File: src/rtl/uart_echo_responder.sv
// 8N1 UART receiver feeding a circular echo FIFO that drains into an 8N1 transmitter.
// rx_valid to tx start edge is 2 clk; echo_en gates only new frames, and full FIFO drops and flags overflow.
module uart_echo_responder #(
  parameter int CLKS_PER_BIT = 434,
  parameter int FIFO_DEPTH   = 8
) (
  input  logic                          clk,
  input  logic                          reset,
  input  logic                          rx_serial,
  input  logic                          echo_en,
  output logic                          tx_serial,
  output logic                          rx_valid,
  output logic [7:0]                    rx_data,
  output logic                          frame_err,
  output logic                          overflow,
  output logic [$clog2(FIFO_DEPTH):0]   fifo_count,
  output logic                          tx_busy
);

  localparam int CW = $clog2(CLKS_PER_BIT);
  localparam int AW = $clog2(FIFO_DEPTH);
  localparam logic [CW-1:0] HALF = CW'(CLKS_PER_BIT / 2);
  localparam logic [CW-1:0] LAST = CW'(CLKS_PER_BIT - 1);
  localparam logic [AW:0]   FULL = (AW+1)'(FIFO_DEPTH);

  typedef enum logic [2:0] {RX_IDLE, RX_START, RX_DATA, RX_STOP, RX_RECOVER} rx_state_t;
  typedef enum logic [1:0] {TX_IDLE, TX_START, TX_DATA, TX_STOP} tx_state_t;

  rx_state_t       rx_state, rx_state_nxt;
  tx_state_t       tx_state, tx_state_nxt;
  logic            rx_meta, rx_sync, rx_prev;
  logic [1:0]      sync_vld;
  logic [CW-1:0]   rx_cnt, tx_cnt;
  logic [2:0]      rx_bit, tx_bit;
  logic [7:0]      rx_shift, tx_shift;
  logic            rx_tick, rx_good, rx_bad, rx_fall;
  logic            tx_last, tx_pop, can_pop;
  logic            fifo_full, push_ok;
  logic [AW-1:0]   wr_ptr, rd_ptr;
  logic [7:0]      mem [FIFO_DEPTH];

  // rx_prev only goes high once a real (post-reset) high has crossed the synchronizer,
  // so a line held low through reset can never look like a start bit.
  assign rx_fall = rx_prev & ~rx_sync;

  always_comb begin
    rx_state_nxt = rx_state;
    rx_tick      = 1'b0;
    rx_good      = 1'b0;
    rx_bad       = 1'b0;
    case (rx_state)
      RX_IDLE:    if (rx_fall) rx_state_nxt = RX_START;
      RX_START:   if (rx_cnt == HALF) begin
                    rx_tick      = 1'b1;
                    rx_state_nxt = rx_sync ? RX_IDLE : RX_DATA;
                  end
      RX_DATA:    if (rx_cnt == LAST) begin
                    rx_tick = 1'b1;
                    if (rx_bit == 3'd7) rx_state_nxt = RX_STOP;
                  end
      RX_STOP:    if (rx_cnt == LAST) begin
                    rx_tick      = 1'b1;
                    rx_good      = rx_sync;
                    rx_bad       = ~rx_sync;
                    rx_state_nxt = rx_sync ? RX_IDLE : RX_RECOVER;
                  end
      RX_RECOVER: if (rx_sync) rx_state_nxt = RX_IDLE;
      default:    rx_state_nxt = RX_IDLE;
    endcase
  end

  always_ff @(posedge clk) begin
    if (!reset) begin
      rx_meta   <= 1'b1;
      rx_sync   <= 1'b1;
      sync_vld  <= 2'b00;
      rx_prev   <= 1'b0;
      rx_state  <= RX_IDLE;
      rx_cnt    <= '0;
      rx_bit    <= 3'd0;
      rx_shift  <= 8'h00;
      rx_valid  <= 1'b0;
      rx_data   <= 8'h00;
      frame_err <= 1'b0;
    end else begin
      rx_meta   <= rx_serial;
      rx_sync   <= rx_meta;
      sync_vld  <= {sync_vld[0], 1'b1};
      rx_prev   <= rx_sync & sync_vld[1];
      rx_state  <= rx_state_nxt;
      rx_cnt    <= (rx_tick || rx_state == RX_IDLE || rx_state == RX_RECOVER) ? '0 : rx_cnt + CW'(1);
      if (rx_state == RX_IDLE) rx_bit <= 3'd0;
      if (rx_state == RX_DATA && rx_tick) begin
        rx_shift <= {rx_sync, rx_shift[7:1]};
        rx_bit   <= rx_bit + 3'd1;
      end
      rx_valid  <= rx_good;
      frame_err <= rx_bad;
      if (rx_good) rx_data <= rx_shift;
    end
  end

  // A push into a full FIFO still lands when TX pops the head in the same cycle.
  assign fifo_full = (fifo_count == FULL);
  assign push_ok   = rx_valid & (~fifo_full | tx_pop);

  always_ff @(posedge clk) begin
    if (!reset) begin
      wr_ptr     <= '0;
      rd_ptr     <= '0;
      fifo_count <= '0;
      overflow   <= 1'b0;
    end else begin
      if (push_ok) wr_ptr <= wr_ptr + AW'(1);
      if (tx_pop)  rd_ptr <= rd_ptr + AW'(1);
      case ({push_ok, tx_pop})
        2'b10:   fifo_count <= fifo_count + (AW+1)'(1);
        2'b01:   fifo_count <= fifo_count - (AW+1)'(1);
        default: fifo_count <= fifo_count;
      endcase
      overflow <= overflow | (rx_valid & fifo_full & ~tx_pop);
    end
  end

  always_ff @(posedge clk) begin
    if (push_ok) mem[wr_ptr] <= rx_data;
  end

  assign tx_last = (tx_cnt == LAST);
  assign can_pop = echo_en && (fifo_count != '0);

  // Popping in the last stop cycle lets back-to-back frames run with no idle gap.
  always_comb begin
    tx_state_nxt = tx_state;
    tx_pop       = 1'b0;
    case (tx_state)
      TX_IDLE:  if (can_pop) begin
                  tx_pop       = 1'b1;
                  tx_state_nxt = TX_START;
                end
      TX_START: if (tx_last) tx_state_nxt = TX_DATA;
      TX_DATA:  if (tx_last && tx_bit == 3'd7) tx_state_nxt = TX_STOP;
      TX_STOP:  if (tx_last) begin
                  tx_pop       = can_pop;
                  tx_state_nxt = can_pop ? TX_START : TX_IDLE;
                end
      default:  tx_state_nxt = TX_IDLE;
    endcase
  end

  always_ff @(posedge clk) begin
    if (!reset) begin
      tx_state  <= TX_IDLE;
      tx_cnt    <= '0;
      tx_bit    <= 3'd0;
      tx_shift  <= 8'h00;
      tx_serial <= 1'b1;
      tx_busy   <= 1'b0;
    end else begin
      tx_state <= tx_state_nxt;
      tx_cnt   <= (tx_last || tx_state == TX_IDLE) ? '0 : tx_cnt + CW'(1);
      if (tx_pop) begin
        tx_serial <= 1'b0;
        tx_busy   <= 1'b1;
        tx_shift  <= mem[rd_ptr];
      end else begin
        case (tx_state)
          TX_START: if (tx_last) begin
                      tx_serial <= tx_shift[0];
                      tx_bit    <= 3'd0;
                    end
          TX_DATA:  if (tx_last) begin
                      if (tx_bit == 3'd7) begin
                        tx_serial <= 1'b1;
                      end else begin
                        tx_serial <= tx_shift[1];
                        tx_shift  <= {1'b0, tx_shift[7:1]};
                      end
                      tx_bit <= tx_bit + 3'd1;
                    end
          TX_STOP:  if (tx_last) tx_busy <= 1'b0;
          default:  ;
        endcase
      end
    end
  end

endmodule

File: config.mk
export PLATFORM = sky130hd
export DESIGN_NAME = uart_echo_responder
export DESIGN_NICKNAME = d
export VERILOG_FILES = /design/src/rtl/uart_echo_responder.sv
export SDC_FILE = /design/constraint.sdc
export NUM_CORES = 1
export LEC_CHECK = 0
export ABC_CLOCK_PERIOD_IN_PS = 6000
export CAP_MARGIN = 25
export CORE_UTILIZATION = 43
export CTS_BUF_LIST = sky130_fd_sc_hd__clkbuf_8
export CTS_CLUSTER_SIZE = 16
export DETAILED_ROUTE_END_ITERATION = 6
export SYNTH_ARGS = -nofsm -noshare
export SYNTH_HDL_FRONTEND = slang
export SYNTH_SLANG_ARGS = --single-unit
File: constraint.sdc
create_clock -name clk -period 6 [get_ports clk]
set_clock_uncertainty 0.1 [all_clocks]
set_input_delay 0.9 -clock clk [delete_from_list [all_inputs] [get_ports clk]]
set_output_delay 0.9 -clock clk [all_outputs]
set_load 0.02 [all_outputs]
-- Word level (Yosys, flattened, before mapping)
Memory sizes are Yosys's and may differ from the RTL's. A register that Yosys moved wholly into a read port is not among the register bits.
Cells that the tools add are included.
- add/sub/neg operators: 8
- $mul: 0
- divide/modulo/power cells: 0
- $lt $le $gt $ge: 0
- eq/ne operators: 29
- shift operators: 0
- multiplexer cells: 46
- bitwise gates (word level): 11
- reductions and logical operators: 26
- operator list (cell ; count):
    3-bit 2-to-1 mux ; 13
    8-bit 2-to-1 mux ; 4
    2-bit inequality test, second input constant ; 12
    9-bit by 1-bit adder with 9-bit output, second input constant ; 2
    9-bit == test, second input constant ; 2
    1-bit 2-to-1 mux ; 17
    3-bit case mux with 5 select lines ; 1
    3-bit by 1-bit adder with 3-bit output, second input constant ; 4
    2-bit nonzero test ; 6
    2-bit 2-to-1 mux ; 5
    3-bit == test, second input constant ; 3
    9-bit by 8-bit == test with 1-bit output, second input constant ; 1
    3-bit AND reduction ; 3
    2-bit case mux with 4 select lines ; 1
    4-bit case mux with 2 select lines ; 1
    4-bit AND reduction ; 2
    2-bit == test, second input constant ; 3
    3-bit by 2-bit == test with 1-bit output, second input constant ; 2
    3-bit inequality test, second input constant ; 2
    1-bit case mux with 2 select lines ; 3
    3-bit case mux with 2 select lines ; 1
    6-bit AND reduction ; 1
    2-bit OR reduction ; 3
    1-bit AND ; 5
    14 further kinds ; 23
- register bits: 73
- bits in latches: 0
- RAM bits: 64
- ROM bits: 0
- input port bits: 4
- output and inout port bits: 17
- word-level logic and storage cells: 143
- memories: 1
- memories (memory ; words ; bits a word ; read ports ; clocked after Yosys merged registers in ; write ports ; RTL line ; text):
    mem ; 8 ; 8 ; 1 ; 1 ; 1 ; 40 ; logic [7:0] mem [FIFO_DEPTH];

-- Logic depth before layout (Yosys ltp)
Gate-level depths: netlist of run 1.
- word-level depth: 8
- depth in mapped cells: 12
- depth with buffers taken out: 11

-- Least setup slack after synthesis of run 1
OpenSTA, ideal clock, no wires.
- kind: reg-to-reg
- from: reg tx_cnt[0]
- to: mem mem[0][0], enable pin
- library setup time: 395 ps
- arrival: 2304 ps
- data required time: 5505 ps
- slack: 3202 ps
- cell stages (with the launch flop): 8
- buffers on the path: 1
- clock period less this slack: 2798 ps
- cell sequence: dfxtp_1 > ha_1 > nand4b_1 > or3_4 > a21oi_4 > buf_6 > nor2_2 > nor4_1
- cells in the longest elaborated chain, start to end: 7
- ends and longest elaborated chain (item ; RTL line ; text):
    start, declared ; 33 ; logic [CW-1:0] rx_cnt, tx_cnt;
    start signal, assigned ; 161 ; tx_cnt <= (tx_last || tx_state == TX_IDLE) ? '0 : tx_cnt + CW'(1);
    9-bit == test ; 129 ; assign tx_last = (tx_cnt == LAST);
    1-bit 2-to-1 mux ; 143 ; TX_STOP: if (tx_last) begin
    1-bit case mux with 2 select lines ; 136 ; case (tx_state)
    1-bit OR ; 105 ; assign push_ok = rx_valid & (~fifo_full | tx_pop);
    1-bit AND ; 105 ;
    1-bit 2-to-1 mux ; 126 ; if (push_ok) mem[wr_ptr] <= rx_data;
    1-bit 2-to-1 mux (not written as such) ; 126 ;
    end, declared ; 40 ;
Every way passes these cells.

-- Worst setup path in the final report of run 1
- from: reg tx_cnt[0]
- to: mem mem[5][6], enable pin
The elaborated chain is that of the path after synthesis.

==> flow_metrics.py, run 1 <==
metrics = {
    "power": {
        "irDropWorstVdd_mv": 0.167,
        "p_leak_nw": 2.55,
        "combPwrFrac_pct": 16.9,
        "power_switching_mw": 0.599,
        "switching_share_pct": 27.3,
        "p_clk_share_pct": 34.2,
        "power_frac_seq_pct": 48.9,
        "p_int_mw": 1.60,
        "p_per_area_nw_per_um2": 329,
    },
    "clock_tree": {
        "post_cts_buffers": 0,
        "post_cts_resized": 0,
        "clock_path_buffers": 2,
        "ctsHoldBuffers": 0,
        "cts_buffers": 17,
        "tritoncts": "yes",
        "clk_pin_slew_ns": 0.08,
        "clockRootBuffer": "clkbuf_8",
        "clock_latency_ns": 0.44,
        "cts_sinks": 140,
        "cts_max_level": 4,
    },
    "placed_design": {
        "place_congestion": 0.795,
        "io_buffers": 20,
        "dpl.hpwl_um": 7230,
    },
    "global_routing": {
        "grt_pass1_wl_um": 17800,
        "grt_max_degree": 34,
        "grt_pass1_vias": 3500,
        "grt-ovfl-total": 0,
        "grtUsageTotal_pct": 16.6,
        "antenna_found_initial": 0,
    },
    "floorplanning": {
        "initial_utilization_pct": 44.1,
        "num_rows": 42,
        "die_x_um": 119,
        "dieArea_um2": 14100,
        "fp.coreArea_um2": 13300,
        "pin_count": 21,
        "die_y_um": 119,
    },
    "synth": {
        "netlist-cell-type-count": 57,
        "synth-async-reset-ratio_pct": 0,
        "yosys_most_used_dff": "dfxtp_1",
        "synth_area_per_cell_um2": 12.8,
        "synth.cell_area_um2": 5860,
        "synth_edf_count": 64,
        "yosysSeqAreaShare_pct": 58.7,
        "synthCells": 458,
        "yosysWarnings": 0,
        "ys_ff_latch": 140,
        "synth.net_count": 478,
    },
    "flow_run": {
        "drv_cap": 0,
    },
    "cells_and_area": {
        "final_cell_mix": "76 x dfxtp_1, 64 x edfxtp_1, 55 x nor2_1",
        "fin_nets": 507,
        "utilization_pct": 50.2,
        "antenna_cells": 0,
        "areaGrowthSynthToFinish_pct": 13.9,
        "drive_gt1_share_pct": 15.4,
        "layout_commonest_cell": "dfxtp_1",
    },
    "min_path": {
        "hold_depth": 1,
        "min_from": "rx_meta",
        "hold_path_class": "register to register",
        "worstHoldEndpoint": "rx_sync",
    },
    "setup_path": {
        "r2r_end": "mem[5][6]",
        "r2r_start": "tx_cnt[0]",
        "crit_path_start_kind": "register",
        "cpPeakStageDelay_ns": 0.46,
        "crit_path_max_fanout": 32,
        "critPathCaptureType": "register",
        "slowest_stage": "nor3_1",
        "critPathArrivalTime_ns": 2.94,
        "rr_worst_depth": 8,
        "cp.required_ns": 6.04,
        "crit_chain": "ha_1 > nand4b_1 > or3_4 > a21oi_4 > buf_4 > o21ai_2 > nor3_1 > buf_2",
        "rrSetupSlack_ns": 3.10,
        "critPathKind": "register to register",
    },
    "sta": {
        "tightestPinTransition_ns": 0.741,
        "hold_viol": 0,
        "min_period_ns": 2.90,
        "finalCritPeriodShare_pct": 48.3,
        "setup-violations-final": 0,
        "slew_headroom_pct": 50.5,
        "tns_ns": 0,
        "rsz0062_at_grt": "false",
        "clock.fmax_mhz": 345,
        "drv_slew": 0,
    },
    "routing": {
        "ant_nets": 0,
        "finalWirelength_um": 10700,
        "drc": 0,
        "dr.pass1.iters": 5,
        "vias_per_cell": 5.19,
        "drt_iter0_markers": 210,
        "wire_per_inst_um": 15.8,
        "vias": 3509,
    },
    "status": {
        "outcome": "complete, no violations",
    },
}
power groups by stage:
stage               sequential, mW  clock, mW  combinational (mW)
global placement              1.11          0               0.342
floorplan                     1.09          0               0.287
global route                  1.08      0.815               0.412
detailed placement            1.10          0               0.378
finish                        1.07      0.752               0.373
CTS                           1.08      0.774               0.379
stage by stage:
| step | area (µm²) | hold WS, ns | power (mW) | setup WS, ns | std cells |
|---|---|---|---|---|---|
| final | 6680 | 0.332 | 2.20 | 3.10 | 676 |
| after global routing | 6680 | 0.367 | 2.31 | 2.89 | 676 |
| after CTS | 6660 | 0.338 | 2.23 | 2.82 | 673 |
| after detailed placement | 6260 | 0.306 | 1.47 | 2.43 | 641 |
| after global placement | 6230 | 0.309 | 1.45 | 2.47 | 639 |
| after floorplan | 5860 | 0.286 | 1.38 | 3.20 | 458 |
worst max-delay path by stage:
stage	start	end	slack (ns)	cells past startpoint
global route	tx_cnt[0]	mem[5][6]	2.89	8
global placement	echo_en	mem[4][0]	2.47	6
finish	tx_cnt[0]	mem[5][6]	3.10	8
CTS	tx_cnt[0]	mem[4][0]	2.82	7
detailed placement	echo_en	mem[4][0]	2.43	6
floorplan	tx_cnt[0]	mem[0][0]	3.20	7
cells by family (layout without fill, tap and decap cells):
family	after synthesis	in the layout	share of synthesized area, %
AO/OA/AOI/OAI	42	42	5.29
buffers and inverters	30	72	2.28
XOR/XNOR	16	16	2.39
AND/OR/NAND/NOR	151	151	13.5
adder cells (fa/ha/maj)	16	16	3.41
flip-flops	140	140	58.7
multiplexers	63	63	14.4
area by class of cell:
cell class / instances / area, µm²
Multi-Input combinational cell: 288 / 2290
Timing Repair Buffer: 31 / 298
Fill cell: 1170 / 6620
Sequential cell: 140 / 3440
Clock inverter: 15 / 163
Inverter: 9 / 33.8
Clock buffer: 17 / 234
Tap cell: 176 / 220
flip-flops by register name, indices dropped and copies added (netlist names), named ones only:
register / cells
fifo_count: 4
frame_err: 1
mem: 64
overflow: 1
rd_ptr: 3
rx_bit: 3
rx_cnt: 9
rx_data: 8
rx_meta: 1
rx_prev: 1
rx_shift: 8
rx_state: 3
rx_sync: 1
rx_valid: 1
sync_vld: 2
tx_bit: 3
tx_busy: 1
tx_cnt: 9
tx_serial: 1
tx_shift: 8
tx_state: 2
wr_ptr: 3
metal layers:
layer	wire [µm]	share of wire (%)	global-route usage, %
met1	4840	45	21.3
met5	0	0	0
met3	441	4.1	4.73
met2	5250	49	26.6
met4	133	1.2	6.09
worst max-delay path: cells and delay by family (launching register included):
family	cells	cell delay (ns)
and+or+nand+nor	3	1.04
buffers and inverters	2	0.63
DFF	1	0.38
adders and majority gates	1	0.17
AOI/OAI and AO/OA	2	0.28
cells in the mapped netlist, drive strengths merged (3+ instances only):
cell type | instances | area, µm²
o21ai | 7 | 38.8
nor2 | 56 | 213
o21a | 3 | 22.5
nand3b | 3 | 35.0
clkbuf | 13 | 50.0
and2 | 4 | 25.0
ha | 16 | 200
nor4 | 3 | 18.8
edfxtp | 64 | 1920
o211a | 8 | 80.1
a21oi | 11 | 66.3
buf | 8 | 50.0
xnor2 | 6 | 52.6
nand4 | 4 | 25.0
mux2i | 37 | 370
nand3 | 7 | 35.0
nand2 | 29 | 109
nand2b | 9 | 56.3
mux2 | 10 | 113
mux4 | 16 | 360
dfxtp | 76 | 1520
nor3 | 6 | 30.0
inv | 9 | 33.8
or3 | 4 | 30.0
and3 | 11 | 68.8
xor2 | 10 | 87.6
No activity file was read; power rests on OpenSTA's default activity.
==> run 2: changes to the inputs <==
Settings changed: ABC_CLOCK_PERIOD_IN_PS 6000 to 2900.
Clock period 6 ns to 2.9 ns, I/O delays scaled along.
==> run 2 against run 1 <==
Compared with the run above:
- die area stayed put
- critical path type unchanged
- highest routed layer unchanged
- largest power group unchanged
- maximum frequency increased by 12%
- worst setup slack lost 2.8 ns
- final cell count increased by 0.74%
- first-iteration DRC count fell by 25%
- largest cell class unchanged
- flip-flop and latch count did not move
- sequential share of layout area is 0.18 points lower
- non-clock buffer count rose by 5
- via count shrank 0.34%
==> flow_metrics.py, run 2 (synthesized netlist as in run 1, its figures left out) <==
metrics = {
    "sta": {
        "setup-violations-final": 0,
        "tightestPinTransition_ns": 0.720,
        "min_period_ns": 2.60,
        "tns_ns": 0,
        "fin_ws_ns": 0.301,
        "rsz0062_at_grt": "false",
        "finalCritPeriodShare_pct": 89.6,
        "drv_slew": 0,
        "clock.fmax_mhz": 385,
        "slew_headroom_pct": 52.0,
        "hold_viol": 0,
    },
    "clock_tree": {
        "cts_buffers": 17,
        "ctsHoldBuffers": 0,
        "cts_sinks": 140,
        "post_cts_resized": 0,
        "clock_latency_ns": 0.44,
        "clockRootBuffer": "clkbuf_8",
        "clk_pin_slew_ns": 0.08,
        "post_cts_buffers": 0,
        "clock_path_buffers": 2,
        "cts_max_level": 4,
        "tritoncts": "yes",
    },
    "status": {
        "outcome": "complete, no violations",
    },
    "power": {
        "p_leak_nw": 2.57,
        "irDropWorstVdd_mv": 0.331,
        "p_per_area_nw_per_um2": 675,
    },
    "min_path": {
        "hold_depth": 1,
        "worstHoldEndpoint": "rx_sync",
        "hold_path_class": "register to register",
        "min_from": "rx_meta",
    },
    "global_routing": {
        "grt-ovfl-total": 0,
        "grt_pass1_wl_um": 17700,
        "antenna_found_initial": 0,
        "grt_pass1_vias": 3506,
        "grt_max_degree": 33,
        "grtUsageTotal_pct": 16.3,
    },
    "cells_and_area": {
        "utilization_pct": 50.4,
        "largest_reg_flops": 64,
        "num-fill-cells": 1177,
        "fin_nets": 512,
        "fin_cells": 681,
        "final_cell_mix": "76 x dfxtp_1, 64 x edfxtp_1, 55 x nor2_1",
        "largestRegisters": "mem: 64 flops, rx_cnt: 9 flops, tx_cnt: 9 flops",
        "layout_commonest_cell": "dfxtp_1",
        "areaGrowthSynthToFinish_pct": 14.3,
        "regMostFlops": "mem",
        "design_area_um2": 6700,
        "antenna_cells": 0,
        "drive_gt1_share_pct": 16.4,
    },
    "floorplanning": {
        "num_rows": 42,
        "fp.coreArea_um2": 13300,
        "pin_count": 21,
        "die_y_um": 119,
        "die_x_um": 119,
        "dieArea_um2": 14100,
        "initial_utilization_pct": 44.1,
    },
    "flow_run": {
        "drv_cap": 0,
    },
    "setup_path": {
        "critPathArrivalTime_ns": 2.87,
        "rrSetupSlack_ns": 0.30,
        "r2r_end": "fifo_count[2]",
        "rr_worst_depth": 10,
        "critPathKind": "register to register",
        "crit_path_max_fanout": 7,
        "cp.required_ns": 3.17,
        "r2r_start": "tx_state[1]",
        "crit_path_start_kind": "register",
        "critPathCaptureType": "register",
    },
    "placed_design": {
        "dp.cells": 649,
        "place_congestion": 0.752,
        "dpl_worst_slack_ns": 0.299,
        "dpl.hpwl_um": 6840,
        "io_buffers": 20,
        "dpl-instance-area_um2": 6300,
    },
    "routing": {
        "vias_per_cell": 5.14,
        "ant_nets": 0,
        "drt_iter0_markers": 158,
        "dr.pass1.iters": 4,
        "wire_per_inst_um": 15.4,
        "drc": 0,
        "finalWirelength_um": 10500,
        "vias": 3497,
    },
}
## run 2: area by class of cell
type	instances	area (µm²)	share of cell area (%)
Tap cell	176	220	3.29
Timing Repair Buffer	36	320	4.78
Multi-Input combinational cell	288	2290	34.1
Sequential cell	140	3440	51.4
Clock buffer	17	234	3.49
Inverter	9	33.8	0.504
Clock inverter	15	164	2.45
## run 2: where the power goes
part | total [mW] | switching (mW) | internal [mW]
Clock | 1.54 | 0.764 | 0.778
Combinational | 0.776 | 0.392 | 0.384
Sequential | 2.20 | 0.0687 | 2.13
Total | 4.52 | 1.22 | 3.30
## run 2: worst max-delay path, stage by stage (launching register included)
cell and delay, ns:
dfxtp_1 0.42, ha_1 0.25, inv_1 0.06, or3_4 0.40, a21oi_4 0.28, nor2b_1 0.21, xor2_1 0.09, ha_1 0.20
and3_1 0.16, mux2i_1 0.16, mux2i_1 0.21
## run 2: worst max-delay path by stage
stage | from | endpoint | slack [ns]
final | tx_state[1] | fifo_count[2] | 0.30
after global routing | tx_cnt[0] | fifo_count[2] | 0.14
after CTS | tx_state[1] | fifo_count[2] | 0.30
after detailed placement | tx_cnt[0] | fifo_count[2] | 0.30
after global placement | echo_en | fifo_count[2] | 0.44
after floorplan | tx_cnt[0] | mem[0][0] | 0.10
## run 2: metal layers
| metal | vias to the layer above | global-route usage, % | share of wire, % |
|---|---|---|---|
| li1 | 1739 | - | - |
| met3 | 12 | 4.10 | 4.3 |
| met2 | 55 | 25.6 | 48 |
| met5 | - | 0 | 0 |
| met4 | 0 | 6.65 | 1.5 |
| met1 | 1691 | 21.6 | 47 |
## run 2: per-stage QoR
stage               hold slack, ns  power [mW]
floorplan                    0.286        2.85
global placement             0.300        3.01
detailed placement           0.295        3.03
CTS                          0.321        4.58
global route                 0.342        4.75
finish                       0.314        4.52
